`config.mk`:
```
export PLATFORM = sky130hd
export DESIGN_NAME = systolic_feeder
export DESIGN_NICKNAME = d
export VERILOG_FILES = /design/src/rtl/systolic_feeder.sv
export SDC_FILE = /design/constraint.sdc
export NUM_CORES = 1
export LEC_CHECK = 0
export ABC_AREA = 1
export CORE_UTILIZATION = 44
export CTS_CLUSTER_DIAMETER = 40
export DETAILED_ROUTE_END_ITERATION = 8
export MAX_ROUTING_LAYER = met4
export PLACE_DENSITY_LB_ADDON = 0.08
export SLEW_MARGIN = 20
export SYNTH_ARGS = -nofsm -noshare
export SYNTH_HDL_FRONTEND = slang
export SYNTH_SLANG_ARGS = --single-unit
```
`constraint.sdc`:
```
create_clock -name clk -period 1.35 [get_ports clk]
set_input_delay 0.405 -clock clk [delete_from_list [all_inputs] [get_ports clk]]
set_output_delay 0.405 -clock clk [all_outputs]
set_load 0.05 [all_outputs]
```
`src/rtl/systolic_feeder.sv`:
```
// Operand skewer for the 2x2 MAC systolic block: lane l of a k-step beat reaches the
// array l cycles after lane 0, one tile of INNER_DIMENSION beats, then an accumulator clear.

module systolic_feeder_lane #(
  parameter int WIDTH = 16,
  parameter int SKEW  = 0
) (
  input  logic             clk,
  input  logic             rst_n,
  input  logic             beat,
  input  logic [WIDTH-1:0] a,
  input  logic [WIDTH-1:0] b,
  output logic [WIDTH-1:0] west,
  output logic [WIDTH-1:0] north
);
  // sr[0] is the beat register; sr[1..SKEW] are the hold stages (hi_d for lane 1)
  logic [SKEW:0][2*WIDTH-1:0] sr;

  always_ff @(posedge clk or negedge rst_n) begin
    if (!rst_n) begin
      sr <= '0;
    end else begin
      sr[0] <= beat ? {a, b} : '0;
      for (int i = 1; i <= SKEW; i++) sr[i] <= sr[i-1];
    end
  end

  assign {west, north} = sr[SKEW];
endmodule

module systolic_feeder #(
  parameter int WIDTH           = 16,
  parameter int FRAC_WIDTH      = 8,
  parameter int BLOCK_SIZE      = 2,
  parameter int INNER_DIMENSION = 64
) (
  input  logic               clk,
  input  logic               rst_n,
  input  logic               start,
  input  logic               s_valid,
  output logic               s_ready,
  input  logic [2*WIDTH-1:0] s_a,
  input  logic [2*WIDTH-1:0] s_b,
  input  logic               accumulator_done,
  output logic [WIDTH-1:0]   in_west0,
  output logic [WIDTH-1:0]   in_west2,
  output logic [WIDTH-1:0]   in_north0,
  output logic [WIDTH-1:0]   in_north1,
  output logic               reset_acc,
  output logic               busy,
  output logic               tile_done
);
  localparam int CW = $clog2(INNER_DIMENSION + 1);
  localparam logic [CW-1:0] LAST = CW'(INNER_DIMENSION - 1);

  if (BLOCK_SIZE != 2 || FRAC_WIDTH >= WIDTH) begin : g_bad_cfg
    $error("systolic_feeder: only BLOCK_SIZE=2 with FRAC_WIDTH<WIDTH is supported");
  end

  typedef enum logic [2:0] {IDLE, FEED, DRAIN, WAIT_ACC, CLEAR} state_t;

  state_t                           state;
  logic [CW-1:0]                    counter;
  logic                             beat;
  logic [BLOCK_SIZE-1:0][WIDTH-1:0] a_lane, b_lane, west, north;

  assign beat   = s_valid & s_ready;
  assign a_lane = s_a;
  assign b_lane = s_b;

  // Non-beat cycles load zeros, so bubbles shift both lanes alike and keep alignment
  for (genvar l = 0; l < BLOCK_SIZE; l++) begin : g_lane
    systolic_feeder_lane #(.WIDTH(WIDTH), .SKEW(l)) u_lane (
      .clk   (clk),
      .rst_n (rst_n),
      .beat  (beat),
      .a     (a_lane[l]),
      .b     (b_lane[l]),
      .west  (west[l]),
      .north (north[l])
    );
  end

  assign in_west0  = west[0];
  assign in_west2  = west[1];
  assign in_north0 = north[0];
  assign in_north1 = north[1];

  always_ff @(posedge clk or negedge rst_n) begin
    if (!rst_n) begin
      state     <= IDLE;
      counter   <= '0;
      s_ready   <= 1'b0;
      busy      <= 1'b0;
      reset_acc <= 1'b0;
      tile_done <= 1'b0;
    end else begin
      reset_acc <= 1'b0;
      tile_done <= 1'b0;
      case (state)
        IDLE: if (start) begin
          state   <= FEED;
          counter <= '0;
          s_ready <= 1'b1;
          busy    <= 1'b1;
        end
        FEED: if (beat) begin
          counter <= counter + 1'b1;
          if (counter == LAST) begin
            state   <= DRAIN;
            s_ready <= 1'b0;
          end
        end
        DRAIN: state <= WAIT_ACC;
        WAIT_ACC: if (accumulator_done) begin
          state     <= CLEAR;
          reset_acc <= 1'b1;
          tile_done <= 1'b1;
        end
        CLEAR: begin
          state <= IDLE;
          busy  <= 1'b0;
        end
        default: begin
          state   <= IDLE;
          s_ready <= 1'b0;
          busy    <= 1'b0;
        end
      endcase
    end
  end
endmodule

```
==> summary.txt, run 1 <==
Job
  • Max-cap violations: 0

Routing
  • Routed vias/inst: 4.34
  • Post-route DRC: 0
  • Iteration-0 DRC Markers: 68
  • WL per Instance: 12.6 um
  • First-pass detailed-route iteration total: 4
  • Final ANT Viol Nets: 0
  • Final Routed Wirelength: 7400 um
  • DR vias: 2537

Die
  • Initial Utilization: 0.463
  • Ports: 137
  • Die Area: 0.00919 mm2
  • Die height: 95.9 um
  • Die X: 95.9 um
  • Std-Cell Rows: 33
  • Core Region: 0.00838 mm2

Logic synthesis
  • Synthesized flop and latch total: 109
  • Synth cell count leaders: 109 x dfrtp_1, 70 x nor2_1, 68 x inv_1
  • Synth Area in Simple Gates: 0.141
  • Post-Syn Instances: 355
  • Synth Area in Compound Gates: 0.00548
  • Most numerous cell in the Yosys netlist: dfrtp_1
  • Syn. warnings: 0
  • Leading area contributor after synthesis: dfrtp_1
  • Post-Synth Adder-Cell Area: 0.00323
  • Ys async rst share: 1.00
  • Seq/Total Area, Yosys: 0.703
  • Number of synthesized flops with an enable pin: 0
  • Post-synthesis mux area share: 0
  • Yosys cell types: 23
  • Synth top area cells: dfrtp_1 70%, nor2_1 6.8%, inv_1 6.6%
  • Mean Syn Cell Area: 10.9 um2
  • Top cell type's share of synthesized area: 0.703
  • Synth Net Count: 425
  • Post-synthesis instance area: 0.00388 mm2
  • XOR/XNOR share of the synthesized area: 0.00452
  • Ys flop type: dfrtp_1
  • Largest family of logic cells by synthesized area: buffers and inverters

Global routing
  • First-pass GRT wire length: 11600 um
  • GR Overflow Total: 0
  • Pin count of the biggest net entering global routing: 37
  • GRT Total Usage: 0.179
  • Number of global-route vias before repair: 2476
  • Initial antenna violation count: 0

Outcome
  • Failing checks: setup timing
  • Status: complete, but fails checks

Critical path
  • Critical path arrival: 0.98 ns
  • Max incr delay on CP: 0.45 ns
  • Slowest CP cell: dfrtp_1
  • CP Data Required Time: 0.95 ns
  • WS Path Type: reg2out
  • Crit path max-delay family: flip-flops
  • Crit path buf inv count: 1
  • Critical-path cell list: buf_12
  • CP Launch Type: register
  • Critical path peak fanout: 2
  • CP Capture Type: output pin

Pwr
  • PwrDens: 1580 mW/mm2
  • Leak Pwr: 3.18 nW
  • Worst VDD drop: 0.966 mV

Timing
  • Final Max Tran Viols: 0
  • Final Cycle Share: 1.03
  • Least-Margin Pin Slew: 0.348 ns
  • Final Hold Vio Count: 0
  • Rel. slew slack: 0.768
  • Fin crit period: 1.38 ns
  • Layout Skew: 0.0147 ns
  • Fmax: 0.722 GHz
  • PnR worst setup slack: -0.0348 ns
  • Setup TNS: -0.128 ns
  • Finish-stage setup viols: 6
  • Setup repair after global routing missed its margin: true

Clocking
  • CTS max path bufs: 2
  • CTS tree: yes
  • Clk slew on worst S/H paths: 0.10 ns
  • Clock Sinks: 109
  • Clk_lat worst skew: 0.37 ns
  • CTS Root Cell: clkbuf_8
  • CTS Buf Count: 9
  • H-tree depth: 3

Finish
  • Ratio of cells with drive above 1 in the final layout: 0.244
  • Syn-to-layout area delta: 57.7%
  • ANT cells: 0
  • Final #Nets: 545
  • Fillers: 564
  • Finished Cell Area: 0.00612 mm2

Placement
  • Port Buf Inserts: 136
  • Post-DP HPWL: 5600 um
  • Post-DP Area: 0.00587 mm2
  • Final GP Congestion: 0.844

Min path
  • Hold crit path type: reg2reg
-- logic make-up after synthesis --
group,after synthesis
buffers and inverters,112
AO/OA/AOI/OAI,3
XOR/XNOR,2
flip-flops,109
AND/OR/NAND/NOR,128
adder cells (fa/ha/maj),1
-- layer usage --
metal  vias to the layer above  global-route usage  share of wire
li1                       1230                   -              -
met3                        13              0.0640          0.066
met5                         -                   -              0
met1                      1199               0.204           0.39
met2                        95               0.293           0.53
met4                         0              0.0634          0.013
-- path summary, 6_finish.rpt --
| kind | from | endpoint | slack, ns | depth (start not counted) |
|---|---|---|---|---|
| setup / recovery | tile_done | tile_done | -0.03 | 1 |
| hold reg to reg | g_lane[1].u_lane.sr[7] | g_lane[1].u_lane.north[7] | 0.35 | 0 |
| setup reg to reg | counter[0] | state[0] | 0.08 | 8 |
| max in group asynchronous | rst_n | g_lane[0].u_lane.sr[29] | 0.43 | 3 |
| min in group asynchronous | rst_n | g_lane[1].u_lane.west[15] | 0.44 | 2 |
| hold / removal | g_lane[1].u_lane.sr[7] | g_lane[1].u_lane.north[7] | 0.35 | 0 |
-- stage by stage --
stage	utilization	total power (W)	setup slack [ns]	std cells	hold WS (ns)
after floorplan	-	0.00600	0.0587	355	0.109
after global placement	0.700	0.00771	-0.197	566	0.299
after detailed placement	0.700	0.00780	-0.225	566	0.304
after CTS	0.727	0.00975	-0.0617	584	0.356
after global routing	0.730	0.0101	-0.0858	585	0.352
final	0.730	0.00964	-0.0348	585	0.351
-- state kept, by name, summed over array words and instances, names as in the netlist --
register             count
g_lane.u_lane.west      16
s_ready                  1
g_lane.u_lane.north     16
busy                     1
tile_done                1
state                    3
counter                  7
g_lane.u_lane.sr        64
-- cell usage in the layout, fill, tap and decap left out, types with 2 or more instances in the layout --
cell,instances
dfrtp_1,108
nor2_1,70
buf_12,70
inv_1,68
clkdlybuf4s50_1,67
nand2_1,33
buf_4,11
clkbuf_8,10
nand3_1,7
nand2_2,5
inv_2,4
nor2_4,3
nor3_1,2
nand3_2,2
nor2_2,2
clkinv_4,2
clkinv_8,2
inv_6,2
-- worst register-to-register path, cell delays in order, from the launching register on --
cell and delay, ns:
dfrtp_1 0.39, ha_2 0.21, nand2_2 0.08, nor2_4 0.15
nand3_2 0.08, nand2_2 0.11, nand2_1 0.06, nand2_1 0.05
nand2_1 0.05
-- final cells by class --
type / instances / area, um2 / share of cell area
flip-flops and latches: 109 / 2730 / 0.446
well taps: 105 / 131 / 0.0215
multi-input cells: 134 / 616 / 0.101
clock inverters: 6 / 67.6 / 0.0110
inverters: 72 / 270 / 0.0442
clock buffers: 10 / 138 / 0.0225
repair buffers: 149 / 2160 / 0.354
-- power by group --
group / switching [W] / leakage (nW) / internal (W) / total, W
logic: 0.00194 / 1.60 / 0.00165 / 0.00359
registers: 0.000382 / 1.48 / 0.00376 / 0.00414
clock network: 0.00114 / 0.103 / 0.000772 / 0.00191
-- timing repair --
| action | CTS | global route |
|---|---|---|
| gates resized for setup | 0 | 4 |
| endpoints found under the hold margin | 14 | 0 |
| pin swaps | 0 | 3 |
| buffers inserted | 1 | 1 |
| hold buffers | 1 | 0 |
| endpoints found under the setup margin | 59 | 73 |
(Power assumes the default switching activity.)
==> run 2: changes to the inputs <==
--- a/config.mk
+++ b/config.mk
@@ -6,11 +6,13 @@
 export NUM_CORES = 1
 export LEC_CHECK = 0
 export ABC_AREA = 1
+export CORE_ASPECT_RATIO = 1.2
 export CORE_UTILIZATION = 44
 export CTS_CLUSTER_DIAMETER = 40
 export DETAILED_ROUTE_END_ITERATION = 8
 export MAX_ROUTING_LAYER = met4
 export PLACE_DENSITY_LB_ADDON = 0.08
+export SETUP_SLACK_MARGIN = 0.3
 export SLEW_MARGIN = 20
 export SYNTH_ARGS = -nofsm -noshare
 export SYNTH_HDL_FRONTEND = slang
==> run 2 against run 1 <==
Effect of this change: the flow still finishes with violations (setup timing); core utilization grew 12 points; highest routed layer unchanged; critical path type is now reg2reg; combinational power increased by 49%; hold slack better by 0.0021 ns; count of clock-buffer cells in the layout stayed put; first-iteration DRC count rose by 130%; clock skew shrank 0.00073 ns; largest power group is now combinational logic; global-route usage increased by 5.3 points.
==> summary.txt, run 2 (synthesis results as in run 1) <==
Outcome
  • Status: complete, but fails checks
  • Failing checks: setup timing

Pwr
  • Sw frac: 0.372
  • Clock power share: 0.170
  • P_sw: 0.00427 W
  • Design Power: 0.0115 W
  • Reg power frac: 0.362
  • Leak Pwr: 3.50 nW
  • Worst VDD drop: 0.944 mV
  • PwrDens: 1580 mW/mm2
  • Part of the power in combinational logic: 0.468
  • Int Pwr: 0.00720 W

Min path
  • Hold Path Cell Cnt: 0
  • Hold crit path type: reg2reg

Critical path
  • Crit path buf inv count: 3
  • Crit path max-delay family: flip-flops
  • Slowest CP cell: dfrtp_2
  • CP Launch Type: register
  • CP Data Required Time: 1.63 ns
  • R2R depth: 8
  • Critical path peak fanout: 6
  • CP Capture Type: register
  • Most frequent CP cell: nor2_4
  • WS Path Type: reg2reg
  • Critical-path cell list: buf_6 -> nand2_8 -> buf_8 -> buf_12 -> nor2_4 -> nor2_4 -> nand2_2 -> o21ai_1
  • Max incr delay on CP: 0.45 ns
  • Worst path depth: 8
  • Critical path arrival: 1.68 ns

Clocking
  • Clock Sinks: 109
  • CTS max path bufs: 2
  • Clk slew on worst S/H paths: 0.11 ns
  • H-tree depth: 3
  • Clk_lat worst skew: 0.36 ns
  • CTS Root Cell: clkbuf_8
  • CTS tree: yes
  • CTS Buf Count: 9

Die
  • Std-Cell Rows: 37
  • Core Region: 0.00856 mm2
  • Die height: 105 um
  • Die Area: 0.00920 mm2
  • Die X: 87.7 um
  • Ports: 137
  • Initial Utilization: 0.453

Routing
  • Final ANT Viol Nets: 0
  • WL per Instance: 16.7 um
  • Routed vias/inst: 4.50
  • Post-route DRC: 0
  • Final Routed Wirelength: 10500 um
  • First-pass detailed-route iteration total: 4
  • DR vias: 2840
  • Iteration-0 DRC Markers: 159

Global routing
  • GR Overflow Total: 0
  • Initial antenna violation count: 0
  • Number of global-route vias before repair: 2999
  • Pin count of the biggest net entering global routing: 38
  • First-pass GRT wire length: 15100 um
  • GRT Total Usage: 0.232

Finish
  • Finished Cell Area: 0.00727 mm2
  • Most common cell after layout, fill and taps aside: dfrtp_1
  • Syn-to-layout area delta: 87.4%
  • Final #Nets: 579
  • Top reg by flops: g_lane.u_lane.sr
  • Largest register FFs: 64
  • Commonest non-fill, non-tap cells in the layout: 104 x dfrtp_1, 77 x buf_12, 67 x inv_1, 67 x nor2_4, 66 x clkdlybuf4s50_1
  • Ratio of cells with drive above 1 in the final layout: 0.453
  • ANT cells: 0

Timing
  • Setup repair after global routing missed its margin: true
  • PnR worst setup slack: -0.0475 ns
  • Final Cycle Share: 1.04
  • Finish-stage setup viols: 11
  • Final Max Tran Viols: 0
  • Least-Margin Pin Slew: 0.248 ns
  • Layout Skew: 0.0140 ns
  • Fin crit period: 1.40 ns
  • Rel. slew slack: 0.835
  • Fmax: 0.716 GHz
  • Setup TNS: -0.196 ns
  • Final Hold Vio Count: 0

Placement
  • Post-DP HPWL: 5830 um
  • Final GP Congestion: 0.794
  • Port Buf Inserts: 136
  • Post-DP Area: 0.00594 mm2
  • DP Worst Slack: -0.190 ns

Job
  • Max-cap violations: 0
## run 2: cell types whose count changed in the layout (fill, tap and decap cells not counted), sizes merged
cell	before	now
buf	81	114
inv	74	76
clkbuf	10	11
clkinv	4	2
clkdlybuf4s50	67	66
dlygate4sd2	0	1
## run 2: area by class of cell
cell class                      instances  area, um2
Clock inverter                          6       62.6
Tap cell                              117        146
Multi-Input combinational cell        134       1170
Inverter                               72        270
Sequential cell                       109       2730
Clock buffer                           10        138
Timing Repair Buffer                  183       2740
Fill cell                             388       1300
## run 2: per-layer routing
layer / up-vias / global-route usage / wire length [um]
li1: 1301 / - / -
met4: 0 / 0.107 / 362
met1: 1416 / 0.246 / 3700
met2: 96 / 0.412 / 6140
met3: 27 / 0.0379 / 309
met5: - / - / 0
## run 2: through the flow
step	cells	hold slack, ns	util
global route	631	0.363	0.849
CTS	624	0.357	0.819
floorplan	355	0.109	-
detailed placement	578	0.243	0.693
global placement	578	0.243	0.693
finish	631	0.353	0.849
## run 2: timing repair
item	in CTS	in global routing
gates cloned	8	1
gates resized for setup	130	48
endpoints found under the setup margin	136	143
pin swaps	33	33
buffers inserted	21	6
hold buffers	1	0
hold endpoints to repair	4	0
## run 2: power groups by stage
stage	logic (W)	registers [W]	clock network, W
2_1_floorplan	0.00146	0.00459	0
3_3_place_gp	0.00359	0.00418	0
3_5_place_dp	0.00364	0.00422	0
4_1_cts	0.00498	0.00415	0.00198
5_1_grt	0.00559	0.00420	0.00214
6_report	0.00536	0.00415	0.00195
## run 2: path summary, 6_finish.rpt
check,startpoint,to,slack [ns]
max reg2reg,s_ready,counter[0],-0.05
min in group asynchronous,rst_n,g_lane[1].u_lane.north[5],0.39
max in group asynchronous,rst_n,counter[4],0.53
min reg2reg,g_lane[1].u_lane.sr[2],g_lane[1].u_lane.north[2],0.35
max,s_ready,counter[0],-0.05
min,g_lane[1].u_lane.sr[2],g_lane[1].u_lane.north[2],0.35
==> run 3: changes to the inputs <==
--- a/config.mk
+++ b/config.mk
@@ -10,8 +10,10 @@
 export CORE_UTILIZATION = 44
 export CTS_CLUSTER_DIAMETER = 40
 export DETAILED_ROUTE_END_ITERATION = 8
+export HOLD_SLACK_MARGIN = 0.08
 export MAX_ROUTING_LAYER = met4
 export PLACE_DENSITY_LB_ADDON = 0.08
+export REMOVE_ABC_BUFFERS = 1
 export SETUP_SLACK_MARGIN = 0.3
 export SLEW_MARGIN = 20
 export SYNTH_ARGS = -nofsm -noshare
==> run 3 against run 2 <==
Effect of this change: the flow still finishes with violations (setup timing); via count down 3.1%; worst setup slack better by 0.028 ns; fmax up 2.1%; sequential share of layout area up 0.79 points; global-route usage down 0.81 points; final area down 2.2%; sequential cell count unchanged; critical path depth down 7; count of clock-buffer cells in the layout up 2.
==> summary.txt, run 3 (synthesis results as in run 1) <==
Routing
  • Iteration-0 DRC Markers: 146
  • Final ANT Viol Nets: 0
  • Final Routed Wirelength: 9100 um
  • Post-route DRC: 0
  • WL per Instance: 14.6 um
  • DR vias: 2753
  • Routed vias/inst: 4.40
  • First-pass detailed-route iteration total: 4

Critical path
  • Critical path arrival: 0.96 ns
  • Max incr delay on CP: 0.44 ns
  • Critical path peak fanout: 2
  • Critical-path cell list: buf_12
  • Crit path buf inv count: 1
  • Crit path max-delay family: flip-flops
  • R2R depth: 8
  • R2r setup slk: -0.02 ns
  • CP Data Required Time: 0.95 ns
  • WS Path Type: reg2out
  • CP Capture Type: output pin
  • Slowest CP cell: dfrtp_1
  • R2r startpoint: s_ready
  • Worst r2r dst: g_lane[1].u_lane.sr[19]
  • CP Launch Type: register

Placement
  • Post-DP HPWL: 5540 um
  • Post-DP Area: 0.00594 mm2
  • # placed instances: 579
  • Final GP Congestion: 0.747
  • Port Buf Inserts: 136

Clocking
  • Clock Sinks: 109
  • Clk slew on worst S/H paths: 0.09 ns
  • H-tree depth: 3
  • CTS Buf Count: 9
  • Clk_lat worst skew: 0.35 ns
  • CTS max path bufs: 2
  • CTS Root Cell: clkbuf_8
  • CTS tree: yes

Timing
  • Fin crit period: 1.37 ns
  • Final Cycle Share: 1.01
  • Final Hold Vio Count: 0
  • Rel. slew slack: 0.748
  • Layout Skew: 0.00783 ns
  • Finish-stage setup viols: 19
  • Fmax: 0.730 GHz
  • PnR worst setup slack: -0.0190 ns
  • Least-Margin Pin Slew: 0.378 ns
  • Final Max Tran Viols: 0
  • Setup repair after global routing missed its margin: true
  • Hold WS: 0.348 ns

Finish
  • Ratio of cells with drive above 1 in the final layout: 0.421
  • Final #Nets: 575
  • Fillers: 444
  • Top reg by flops: g_lane.u_lane.sr
  • Commonest non-fill, non-tap cells in the layout: 106 x dfrtp_1, 81 x buf_12, 67 x inv_1
  • Fin cells: 625
  • Multi-input logic area: 0.00108 mm2
  • Most common cell after layout, fill and taps aside: dfrtp_1
  • Syn-to-layout area delta: 83.3%
  • Largest register FFs: 64
  • Register area: 0.00273 mm2
  • Finished Cell Area: 0.00711 mm2
  • Final core occ: 0.830
  • ANT cells: 0

Min path
  • Hold crit path type: reg2reg
  • Hold Path Cell Cnt: 0
  • Worst hold start: g_lane[1].u_lane.sr[24]
  • Hold EP: g_lane[1].u_lane.west[8]

Pwr
  • PwrDens: 1560 mW/mm2
  • Design Power: 0.0111 W
  • Worst VDD drop: 0.911 mV
  • Leak Pwr: 3.46 nW

Global routing
  • Initial antenna violation count: 0
  • GRT Total Usage: 0.224
  • GR Overflow Total: 0
  • Number of global-route vias before repair: 3021
  • First-pass GRT wire length: 14700 um
  • Pin count of the biggest net entering global routing: 26

Die
  • Die X: 87.7 um
  • Core Region: 0.00856 mm2
  • Die Area: 0.00920 mm2
  • Ports: 137
  • Std-Cell Rows: 37
  • Initial Utilization: 0.453
  • Die height: 105 um

Job
  • Max-cap violations: 0

Outcome
  • Status: complete, but fails checks
  • Failing checks: setup timing
-- run 3: changes by cell type in the layout (fill, tap and decap cells not counted), sizes merged --
cell    before  now
clkinv       2    1
clkbuf      11   12
bufinv       0    1
buf        114  111
inv         76   72
-- run 3: per-layer routing --
layer  up-vias  wire (um)  GRT usage
met2        83       5110      0.380
met5         -          0          -
li1       1287          -          -
met4         0        167     0.0785
met1      1372       3310      0.247
met3        11        504     0.0640
-- run 3: worst max-delay path by stage --
stage                   start  cells after the start                      end  slack, ns
floorplan             s_ready                      6                 state[0]      -1.11
global placement      s_valid                      8                  s_ready      -0.20
detailed placement    s_valid                      8                  s_ready      -0.21
CTS                 tile_done                      1                tile_done      -0.05
global route          s_ready                      8  g_lane[1].u_lane.sr[19]      -0.07
finish              tile_done                      1                tile_done      -0.02
-- run 3: final cells by class --
class,count,area share
Multi-Input combinational cell,134,0.152
Inverter,72,0.0380
Tap cell,117,0.0206
Timing Repair Buffer,179,0.380
Clock buffer,12,0.0204
Clock inverter,2,0.00493
Sequential cell,109,0.384
-- run 3: through the flow --
| step | setup slack, ns | setup TNS, ns |
|---|---|---|
| 4_1_cts | -0.0524 | -0.491 |
| 3_3_place_gp | -0.197 | -9.23 |
| 2_1_floorplan | -1.11 | -49.38 |
| 5_1_grt | -0.0739 | -3.32 |
| 3_5_place_dp | -0.212 | -10.01 |
| 6_report | -0.0190 | -0.162 |
-- run 3: what timing repair did --
item                                    in CTS  in global routing
endpoints found under the setup margin     141                143
hold buffers                                 1                  0
endpoints found under the hold margin       20                  0
gates resized for setup                     97                 61
pin swaps                                   11                  6
setup buffers                               18                  6
gates cloned                                 7                  0
-- run 3: power by group --
| part | internal, W | switching, W | total [W] |
|---|---|---|---|
| Sequential | 0.00376 | 0.000380 | 0.00414 |
| Combinational | 0.00253 | 0.00254 | 0.00506 |
| Clock | 0.000890 | 0.000986 | 0.00188 |
